`config.mk`:
```
export PLATFORM = sky130hd
export DESIGN_NAME = move_sequencer
export DESIGN_NICKNAME = d
export VERILOG_FILES = /design/src/rtl/cube_pkg.sv /design/src/rtl/move_fifo.sv /design/src/rtl/move_sequencer.sv
export SDC_FILE = /design/constraint.sdc
export NUM_CORES = 1
export LEC_CHECK = 0
export ABC_CLOCK_PERIOD_IN_PS = 2800
export CAP_MARGIN = 15
export CORE_ASPECT_RATIO = 1.75
export CORE_UTILIZATION = 54
export CTS_CLUSTER_DIAMETER = 120
export DETAILED_ROUTE_END_ITERATION = 8
export PLACE_DENSITY_LB_ADDON = 0.15
export SLEW_MARGIN = 10
export SYNTH_ARGS = -nofsm -noshare
export SYNTH_HDL_FRONTEND = slang
export SYNTH_SLANG_ARGS = --single-unit
```
`constraint.sdc`:
```
create_clock -name clk -period 2.8 [get_ports clk]
set_input_delay 0.42 -clock clk [delete_from_list [all_inputs] [get_ports clk]]
set_output_delay 0.42 -clock clk [all_outputs]
set_load 0.02 [all_outputs]
```
`src/rtl/cube_pkg.sv`:
```
// Shared types for the keyboard-to-rotation-engine move path: face
// encoding, rotation command, keycode constants and the keycode decoder.
package cube_pkg;

   typedef enum logic [2:0] {
      FACE_U          = 3'd0,
      FACE_D          = 3'd1,
      FACE_L          = 3'd2,
      FACE_R          = 3'd3,
      FACE_F          = 3'd4,
      FACE_B          = 3'd5,
      FACE_RESET_CUBE = 3'd6
   } face_t;

   typedef struct packed {
      face_t face;
      logic  ccw;
   } rot_cmd_t;

   typedef enum logic [1:0] {
      DEC_INVALID = 2'd0,
      DEC_CMD     = 2'd1,
      DEC_FLUSH   = 2'd2
   } dec_kind_t;

   typedef struct packed {
      dec_kind_t kind;
      rot_cmd_t  cmd;
   } decode_t;

   // Sequencer FSM; state_q inside the top is the observable state.
   typedef enum logic [1:0] {
      ST_IDLE  = 2'd0,
      ST_ISSUE = 2'd1,
      ST_HOLD  = 2'd2
   } seq_state_t;

   // USB HID keycodes: letters turn clockwise, digits 1-6 turn counter-clockwise.
   localparam logic [7:0] KEY_U_CW       = 8'h18;
   localparam logic [7:0] KEY_D_CW       = 8'h07;
   localparam logic [7:0] KEY_L_CW       = 8'h0F;
   localparam logic [7:0] KEY_R_CW       = 8'h15;
   localparam logic [7:0] KEY_F_CW       = 8'h09;
   localparam logic [7:0] KEY_B_CW       = 8'h05;
   localparam logic [7:0] KEY_U_CCW      = 8'h1E;
   localparam logic [7:0] KEY_D_CCW      = 8'h1F;
   localparam logic [7:0] KEY_L_CCW      = 8'h20;
   localparam logic [7:0] KEY_R_CCW      = 8'h21;
   localparam logic [7:0] KEY_F_CCW      = 8'h22;
   localparam logic [7:0] KEY_B_CCW      = 8'h23;
   localparam logic [7:0] KEY_RESET_CUBE = 8'h2C;
   localparam logic [7:0] KEY_FLUSH      = 8'h29;

   // Map a keycode to a command, a flush request, or invalid.
   function automatic decode_t decode_key(input logic [7:0] key);
      decode_t res;
      res.kind     = DEC_CMD;
      res.cmd.face = FACE_U;
      res.cmd.ccw  = 1'b0;
      case (key)
         KEY_U_CW:       res.cmd.face = FACE_U;
         KEY_D_CW:       res.cmd.face = FACE_D;
         KEY_L_CW:       res.cmd.face = FACE_L;
         KEY_R_CW:       res.cmd.face = FACE_R;
         KEY_F_CW:       res.cmd.face = FACE_F;
         KEY_B_CW:       res.cmd.face = FACE_B;
         KEY_U_CCW:      begin res.cmd.face = FACE_U; res.cmd.ccw = 1'b1; end
         KEY_D_CCW:      begin res.cmd.face = FACE_D; res.cmd.ccw = 1'b1; end
         KEY_L_CCW:      begin res.cmd.face = FACE_L; res.cmd.ccw = 1'b1; end
         KEY_R_CCW:      begin res.cmd.face = FACE_R; res.cmd.ccw = 1'b1; end
         KEY_F_CCW:      begin res.cmd.face = FACE_F; res.cmd.ccw = 1'b1; end
         KEY_B_CCW:      begin res.cmd.face = FACE_B; res.cmd.ccw = 1'b1; end
         KEY_RESET_CUBE: res.cmd.face = FACE_RESET_CUBE;
         KEY_FLUSH:      res.kind = DEC_FLUSH;
         default:        res.kind = DEC_INVALID;
      endcase
      return res;
   endfunction

endpackage

```
`src/rtl/move_fifo.sv`:
```
// DEPTH-entry synchronous FIFO of rotation commands. Pointers wrap modulo
// DEPTH (power of two); occupancy is a separate 0..DEPTH counter. Flush wins
// over push on the same edge; push when full and pop when empty are ignored.
module move_fifo
   import cube_pkg::*;
#(
   parameter int DEPTH = 4
) (
   input  logic                   clk_i,
   input  logic                   rst_ni,
   input  logic                   push_i,
   input  rot_cmd_t               push_data_i,
   input  logic                   pop_i,
   input  logic                   flush_i,
   output rot_cmd_t               pop_data_o,
   output logic [$clog2(DEPTH):0] count_o,
   output logic                   full_o,
   output logic                   empty_o
);

   localparam int AW = $clog2(DEPTH);

   rot_cmd_t      mem_q [DEPTH];
   logic [AW-1:0] wr_ptr_q, wr_ptr_d;
   logic [AW-1:0] rd_ptr_q, rd_ptr_d;
   logic [AW:0]   count_q, count_d;
   logic          do_push, do_pop;

   assign full_o     = (count_q == (AW+1)'(DEPTH));
   assign empty_o    = (count_q == '0);
   assign count_o    = count_q;
   assign pop_data_o = mem_q[rd_ptr_q];

   // Next pointers and occupancy; flush clears everything.
   always_comb begin
      do_push  = push_i && !full_o;
      do_pop   = pop_i && !empty_o;
      wr_ptr_d = wr_ptr_q;
      rd_ptr_d = rd_ptr_q;
      count_d  = count_q;
      if (flush_i) begin
         wr_ptr_d = '0;
         rd_ptr_d = '0;
         count_d  = '0;
      end else begin
         if (do_push) wr_ptr_d = wr_ptr_q + AW'(1);
         if (do_pop)  rd_ptr_d = rd_ptr_q + AW'(1);
         case ({do_push, do_pop})
            2'b10:   count_d = count_q + (AW+1)'(1);
            2'b01:   count_d = count_q - (AW+1)'(1);
            default: count_d = count_q;
         endcase
      end
   end

   // Pointer and occupancy registers.
   always_ff @(posedge clk_i or negedge rst_ni) begin
      if (!rst_ni) begin
         wr_ptr_q <= '0;
         rd_ptr_q <= '0;
         count_q  <= '0;
      end else begin
         wr_ptr_q <= wr_ptr_d;
         rd_ptr_q <= rd_ptr_d;
         count_q  <= count_d;
      end
   end

   // Storage array; contents are don't-care until written.
   always_ff @(posedge clk_i) begin
      if (do_push && !flush_i) mem_q[wr_ptr_q] <= push_data_i;
   end

endmodule

```
`src/rtl/move_sequencer.sv`:
```
// Consumes keyboard move strobes, decodes keycodes into face rotations,
// buffers them and issues one at a time to the rotation engine, holding an
// animation interval after each accepted command.
// Handshake: rot_valid rises with a command and rot_face/rot_ccw stay stable
// until the edge where rot_valid && rot_ready; rot_valid is a pure function of
// registered state, so rot_ready never reaches it combinationally.
module move_sequencer
   import cube_pkg::*;
#(
   parameter int DEPTH       = 4,
   parameter int ANIM_CYCLES = 16
) (
   input  logic                   clk,
   input  logic                   Reset_n,
   input  logic                   move_f,
   input  logic [7:0]             keycode_in,
   output logic                   rot_valid,
   output logic [2:0]             rot_face,
   output logic                   rot_ccw,
   input  logic                   rot_ready,
   output logic                   busy,
   output logic [$clog2(DEPTH):0] queue_count,
   output logic [7:0]             drop_count
);

   localparam int HW = (ANIM_CYCLES > 1) ? $clog2(ANIM_CYCLES) : 1;
   localparam logic [HW-1:0] HOLD_LOAD = HW'(ANIM_CYCLES - 1);

   decode_t                dec;
   logic                   fifo_push, fifo_pop, fifo_flush;
   logic                   fifo_full, fifo_empty, drop_evt;
   rot_cmd_t               fifo_head;
   logic [$clog2(DEPTH):0] fifo_count;

   seq_state_t    state_q, state_d;
   rot_cmd_t      cmd_q, cmd_d;
   logic [HW-1:0] hold_q, hold_d;
   logic [7:0]    drop_q, drop_d;

   move_fifo #(.DEPTH(DEPTH)) u_fifo (
      .clk_i       (clk),
      .rst_ni      (Reset_n),
      .push_i      (fifo_push),
      .push_data_i (dec.cmd),
      .pop_i       (fifo_pop),
      .flush_i     (fifo_flush),
      .pop_data_o  (fifo_head),
      .count_o     (fifo_count),
      .full_o      (fifo_full),
      .empty_o     (fifo_empty)
   );

   // Classify each strobe: enqueue, flush, or drop (full uses pre-edge occupancy).
   always_comb begin
      dec        = decode_key(keycode_in);
      fifo_push  = 1'b0;
      fifo_flush = 1'b0;
      drop_evt   = 1'b0;
      if (move_f) begin
         case (dec.kind)
            DEC_CMD: begin
               if (fifo_full) drop_evt  = 1'b1;
               else           fifo_push = 1'b1;
            end
            DEC_FLUSH: fifo_flush = 1'b1;
            default:   drop_evt   = 1'b1;
         endcase
      end
      drop_d = (drop_evt && drop_q != 8'hFF) ? drop_q + 8'd1 : drop_q;
   end

   // FSM state register.
   always_ff @(posedge clk or negedge Reset_n) begin
      if (!Reset_n) state_q <= ST_IDLE;
      else          state_q <= state_d;
   end

   // Next state: pop into the output register, wait for ready, count the hold.
   always_comb begin
      state_d  = state_q;
      cmd_d    = cmd_q;
      hold_d   = hold_q;
      fifo_pop = 1'b0;
      case (state_q)
         ST_IDLE: begin
            if (!fifo_empty) begin
               fifo_pop = 1'b1;
               cmd_d    = fifo_head;
               state_d  = ST_ISSUE;
            end
         end
         ST_ISSUE: begin
            if (rot_ready) begin
               hold_d  = HOLD_LOAD;
               state_d = ST_HOLD;
            end
         end
         ST_HOLD: begin
            if (hold_q == '0) state_d = ST_IDLE;
            else              hold_d  = hold_q - HW'(1);
         end
         default: state_d = ST_IDLE;
      endcase
   end

   // Command, hold counter and drop counter registers.
   always_ff @(posedge clk or negedge Reset_n) begin
      if (!Reset_n) begin
         cmd_q  <= '0;
         hold_q <= '0;
         drop_q <= '0;
      end else begin
         cmd_q  <= cmd_d;
         hold_q <= hold_d;
         drop_q <= drop_d;
      end
   end

   // Outputs derived from registered state only.
   always_comb begin
      rot_valid   = (state_q == ST_ISSUE);
      rot_face    = cmd_q.face;
      rot_ccw     = cmd_q.ccw;
      busy        = (state_q != ST_IDLE) || !fifo_empty;
      queue_count = fifo_count;
      drop_count  = drop_q;
   end

endmodule

```
# Yosys cells after proc, flatten, opt, wreduce, memory -nomap -nowiden
# Memory sizes are Yosys's and may differ from the RTL's. A register that Yosys moved wholly into a read port is not among the register bits.
# Index checks and enable logic that the tools add are counted.
[classes]
addsub = 6
n_eq_ne = 26
n_mux = 28
bitwise_logic = 1
reduce_logical = 27
[ops]
columns = ["cell", "n"]
rows = [
  ["$eq 8x6->1 const B", 6],
  ["$eq 8x5->1 const B", 4],
  ["$pmux 3 s6", 1],
  ["$eq 8x3->1 const B", 2],
  ["$eq 8x4->1 const B", 2],
  ["$mux 2", 7],
  ["$reduce_or 13->1", 1],
  ["$mux 1", 12],
  ["$reduce_or 2->1", 5],
  ["$add 8x1->8 const B", 1],
  ["$mux 4", 2],
  ["$ne 8x8->1 const B", 1],
  ["$pmux 4 s2", 1],
  ["$reduce_bool 2->1", 4],
  ["$eq 2x1->1 const B", 3],
  ["$eq 2x2->1 const B", 3],
  ["$ne 2x2->1 const B", 3],
  ["$pmux 2 s3", 1],
  ["$pmux 3 s2", 1],
  ["$reduce_and 3->1", 2],
  ["$reduce_or 6->1", 1],
  ["$add 2x1->2 const B", 2],
  ["$logic_and 1x1->1", 4],
  ["$logic_not 1->1", 4],
  ["15 further kinds", 15],
]
[word_totals]
reg_bits = 21
ram_bits = 16
inputBits = 12
out_inout_bits = 17
n_memories = 1
[memory_table]
columns = ["name", "words", "width", "rd", "rd_clocked_by_memory_dff", "wr", "line", "text"]
rows = [
  ["u_fifo.mem_q", 4, 4, 1, 1, 1, "move_fifo.sv:23", "rot_cmd_t mem_q [DEPTH];"],
]

# Longest topological paths before layout
[logic_depth]
depth_word = 10
depth_mapped = 12
ltp_nobuf = 11

# By module
# Synthesis repeated with hierarchy kept, for this count alone.
[hier_totals]
cells_unflattened = 217
area_unflattened_um2 = 2384.8
[modules_own_cells]
columns = ["mod", "instances", "cells_each", "area_each_um2", "seq_area_each_um2"]
rows = [
  ["move_sequencer", 1, 133, 1214.9, 450.4],
  ["move_fifo", 1, 84, 1169.9, 655.6],
]

# Worst setup path before layout
# OpenSTA, ideal clock, no wires.
[synth_path]
path_type = "input port to flip-flop"
from = "input keycode_in[0]"
to = "register u_fifo.count_q[2] (netlist: u_fifo.count_o[2])"
arrival_time_ns = 2.489
required_time_ns = 2.714
path_slack_ns = 0.225
stages = 12
path_buffers = 1
path_cell_list = "buf_6 or3_1 o32a_1 o21ai_2 o21ai_2 nor2_2 nor2_1 fa_1 nor2_1 o21ai_0 and3b_1 nor3_1"
[synth_via]
elab_chain_cells = 10
elab_cells_between_ends = 28
cone_classes = "eq/ne: 18; mux: 7; reduce/logical: 3"
[synth_rtl]
columns = ["element", "line", "text"]
rows = [
  ["start, declared", "move_sequencer.sv:16", "input logic [7:0] keycode_in,"],
  ["$eq 8x6->1, or another cell as far along", "cube_pkg.sv:60", "case (key)"],
  ["$reduce_or 13->1 (no line)", "n/a", ""],
  ["$pmux 2 s2 (*)", "cube_pkg.sv:60", ""],
  ["$eq 2x1->1", "move_sequencer.sv:60", "case (dec.kind)"],
  ["$mux 1", "move_sequencer.sv:60", ""],
  ["$mux 1", "move_sequencer.sv:59", "if (move_f) begin"],
  ["$logic_and 1x1->1", "move_fifo.sv:36", "do_push = push_i && !full_o;"],
  ["$eq 2x1->1 / $eq 2x2->1 (equally long branches)", "move_fifo.sv:48", "case ({do_push, do_pop})"],
  ["$pmux 3 s2", "move_fifo.sv:48", ""],
  ["$mux 3", "move_fifo.sv:41", "if (flush_i) begin"],
  ["end signal, assigned", "move_fifo.sv:65", "count_q <= count_d;"],
  ["end, declared", "move_fifo.sv:26", "logic [AW:0] count_q, count_d;"],
]
# Mark *: on every way between the ends. The rest lies on a longest branch, timed or not.
# A chain may end at the register's enable or synchronous reset.

# Worst setup path after layout
# Same ends and word-level chain as after synthesis.

==> metrics.md <==
| Metric | Value |
|---|---|
| Num ports | 29 |
| Largest area contributor in the netlist | dfrtp_1 |
| Final Max Tran Viols | 0 |
| Clk_skew | 4.577 ps |
| PwrDens | between 800 and 900 mW/mm^2 |
| Congestion Overflow GR | 0 |
| DRC | 0 |
| CP Max Fanout | 2 |
| Initial antenna violation count | 0 |
| Final setup vio count | 0 |
| Die X | around 50 microns |
| Cells on worst reg2reg path | 8 |
| Synth area leaders | dfrtp_1, edfxtp_1, nand2_1 |
| Transition time of the tightest slew-check pin | 630.9 ps |
| Max Cap Violations | 0 |
| I/O Buffers | 28 |
| Hold path cells | 2 |
| WL/cell | roughly 15 microns |
| Iteration-0 DRC Markers | 24 |
| Post-Syn Area | approximately 0.0022 sq mm |
| Height of the die | 85.85 microns |
| Hpwl dp | approximately 3600 microns |
| Worst hold path type | reg2reg |
| Sink Count | approximately 40 |
| Synth Area in Simple Gates | 0.2238 |
| Post-synthesis xor/xnor area fraction | 0.05248 |
| Mux cell area share after synthesis | 0.06055 |
| Syn Nets | ~220 |
| Combinational share of power | 0.426 |
| Reg2reg start | u_fifo.count_o[0]$_DFFE_PN0P_ |
| DR vias/cell | between 5 and 6 |
| Outcome | finished, final reports clean |
| Fraction of registers with async set/reset | 0.6098 |
| Nets@finish | around 280 |
| Max-slew headroom at the worst pin | 0.5739 |
| Drt total wl | about 4500 microns |
| Kind of critical path | in2reg |
| Mean Syn Cell Area | about 11 sq um |
| Vias in the first global route | roughly 1800 |
| Final ANT Viol Nets | 0 |
| Critical path endpoint category | flop |
| Worst skew pair latency | 280 ps |
| Tot Pwr | 2451 uW |
| Adder-cell share of the synthesized area | 0.04383 |
| Most frequent cell after synthesis | nand2_1 |
| Largest net degree at the start of global routing | 26 |
| DIE AREA | between 0.004 and 0.005 sq mm |
| Fin util | 0.7184 |
| # H-tree levels | 2 |
| TritonCTS Buffers | 5 |
| Total GRT Usage | 0.2436 |
| Setup crit start kind | primary input |
| EDFF count, synth | 16 |
| GP Congestion | slightly above 0.8 |
| Share of layout cells above drive strength 1 | 0.1744 |
| Critical Path AT | ~2800 ps |
| First-pass GRT wire length | roughly 7900 microns |
| Dominant synthesized flop cell | dfrtp_1 |
| Fin. Hold Viols | 0 |
| Reg clk slew, reported paths | ~80 ps |
| CTS tree | built |
| Final worst path period share | 0.9247 |
| WHS Endpoint | rot_face[0]$_DFFE_PN0P_ |
| Switching share of power | 0.3732 |
| Initial DRT Pass Iterations | 4 |
| Reg2reg end | u_fifo.count_o[2]$_DFFE_PN0P_ |
| Highest clock rate | about 390 MHz |
| Layout area overhead | 28.03% |
| Initial Utilization | 0.5612 |
| Lkg Pwr | approximately 0.0012 uW |
| Longest Clk Path Bufs | 2 |
| Largest family of logic cells by synthesized area | simple AND/OR/NAND/NOR gates |
| Cell-internal power | ~1500 uW |
| Placed insts | roughly 300 |
| R2R setup slack | 550 ps |
| Seq/Total Area, Yosys | 0.5098 |
| Critical Path RT | 3010 ps |
| Synth Area in Compound Gates | 0.07612 |
| Final TNS setup | 0 ps |
| #FFs+latches synth | 41 |
| Power share of the sequential group | 0.400 |
| Via count | approximately 1700 |
| Num rows | 30 |
| P_sw | 914.7 uW |
| Top cell type's share of synthesized area | 0.2884 |
| Final min period | approximately 2600 ps |
| Post-CTS Setup Bufs | 0 |
| Peak VDD IR | ~0.0007 V |
| CTS root buf | clkbuf_8 |
| Fin cells | between 300 and 400 |
| Hold wc startpoint | rot_face[0]$_DFFE_PN0P_ |
| Commonest cells post-synth | nand2_1, dfrtp_1, edfxtp_1 |
| RSZ-0062 raised after global routing | no |
| Antenna diodes | 0 |
| Synth warnings | 0 |
| FILL cells | 304 |
| Core region area | 0.003866 sq mm |
| Synth cell types | 43 |
| Post-CTS Hold Buffers | 0 |
| Clk pwr share | 0.174 |
| Mapped Cells | 203 |
[worst max-delay path, cell delays in order]
cell             delay [ps]
clkdlybuf4s50_1         410
or3_1                   370
o32a_1                  300
o21ai_2                  80
o21ai_2                 100
nor2_2                  110
nor2_1                   60
fa_1                    390
nor2_1                  120
o21ai_1                  90
and3b_1                 180
nor3_1                  170
[worst max-delay path by stage]
| stage | from | to | slack, ps | cells after the start |
|---|---|---|---|---|
| after floorplan | keycode_in[0] | u_fifo.count_o[2]$_DFFE_PN0P_ | 220 | 12 |
| after global placement | keycode_in[2] | u_fifo.count_o[2]$_DFFE_PN0P_ | -60 | 12 |
| after detailed placement | keycode_in[2] | u_fifo.count_o[2]$_DFFE_PN0P_ | -190 | 13 |
| after CTS | keycode_in[2] | u_fifo.count_o[2]$_DFFE_PN0P_ | 100 | 13 |
| after global routing | keycode_in[0] | u_fifo.count_o[2]$_DFFE_PN0P_ | 40 | 12 |
| final | keycode_in[0] | u_fifo.count_o[2]$_DFFE_PN0P_ | 210 | 12 |
[kinds of logic (layout without fill, tap and decap cells)]
logic type	count (synthesis)	in the layout
AOI/OAI and AO/OA	25	25
xor gates and xnor gates	13	13
adders and majority gates	7	7
buffers and inverters	14	69
DFF	41	41
muxes	8	8
and+or+nand+nor	95	95
[through the flow]
stage | worst slack (ps) | cell area (sq um) | hold WS, ps
floorplan | 224.9 | 2170 | 124.4
global placement | -59.19 | 2663 | 458.8
detailed placement | -188.7 | 2663 | 461.8
CTS | 95.90 | 2765 | 481.7
global route | 37.37 | 2778 | 517.7
finish | 210.9 | 2778 | 474.8
[placed cells by master, fill, tap and decap left out, types with 5 or more instances in the layout]
cell type	netlist	layout
a21oi_1	8	8
and2_1	6	6
buf_4	0	27
clkbuf_8	0	5
clkdlybuf4s50_1	0	25
dfrtp_1	25	25
edfxtp_1	16	16
ha_1	6	6
inv_1	6	6
nand2_1	34	34
nand2b_1	6	6
nand4_1	6	6
nor2_1	13	13
nor3_1	5	5
xnor2_1	10	10
[area by class of cell]
class | instances | area [sq um] | area share
flip-flops and latches | 41 | 1106 | 0.3982
multi-input cells | 148 | 996.0 | 0.3586
repair buffers | 55 | 490.5 | 0.1766
clock buffers | 7 | 97.59 | 0.03514
well taps | 48 | 60.06 | 0.02162
inverters | 6 | 22.52 | 0.008108
clock inverters | 1 | 5.005 | 0.001802
[state kept, by name, summed over array words and instances, names as in the netlist]
signal / flops
drop_count: 8
hold_q: 4
rot_ccw: 1
rot_face: 3
state_q: 2
u_fifo.count_o: 3
u_fifo.mem_q: 16
u_fifo.rd_ptr_q: 2
u_fifo.wr_ptr_q: 2
[routing by layer]
| layer | global-route usage | vias up | wire length (microns) |
|---|---|---|---|
| met2 | 0.4545 | 41 | 2628 |
| met4 | 0.1169 | 0 | 127 |
| met5 | 0 | - | 0 |
| met1 | 0.2536 | 812 | 1637 |
| li1 | - | 819 | - |
| met3 | 0.04433 | 13 | 137 |
[power groups by stage]
stage	sequential [uW]	clock (uW)	combinational [uW]
6_report	981	427	1040
5_1_grt	1010	457	1150
4_1_cts	986	435	1050
3_5_place_dp	997	0	1040
3_3_place_gp	982	0	984
2_1_floorplan	1060	0	549
[what timing repair did]
action / CTS / global route
endpoints found under the hold margin: 0 / 0
setup endpoints to repair: 0 / 1
gates resized for setup: 0 / 6
No activity file was read; power rests on OpenSTA's default activity.
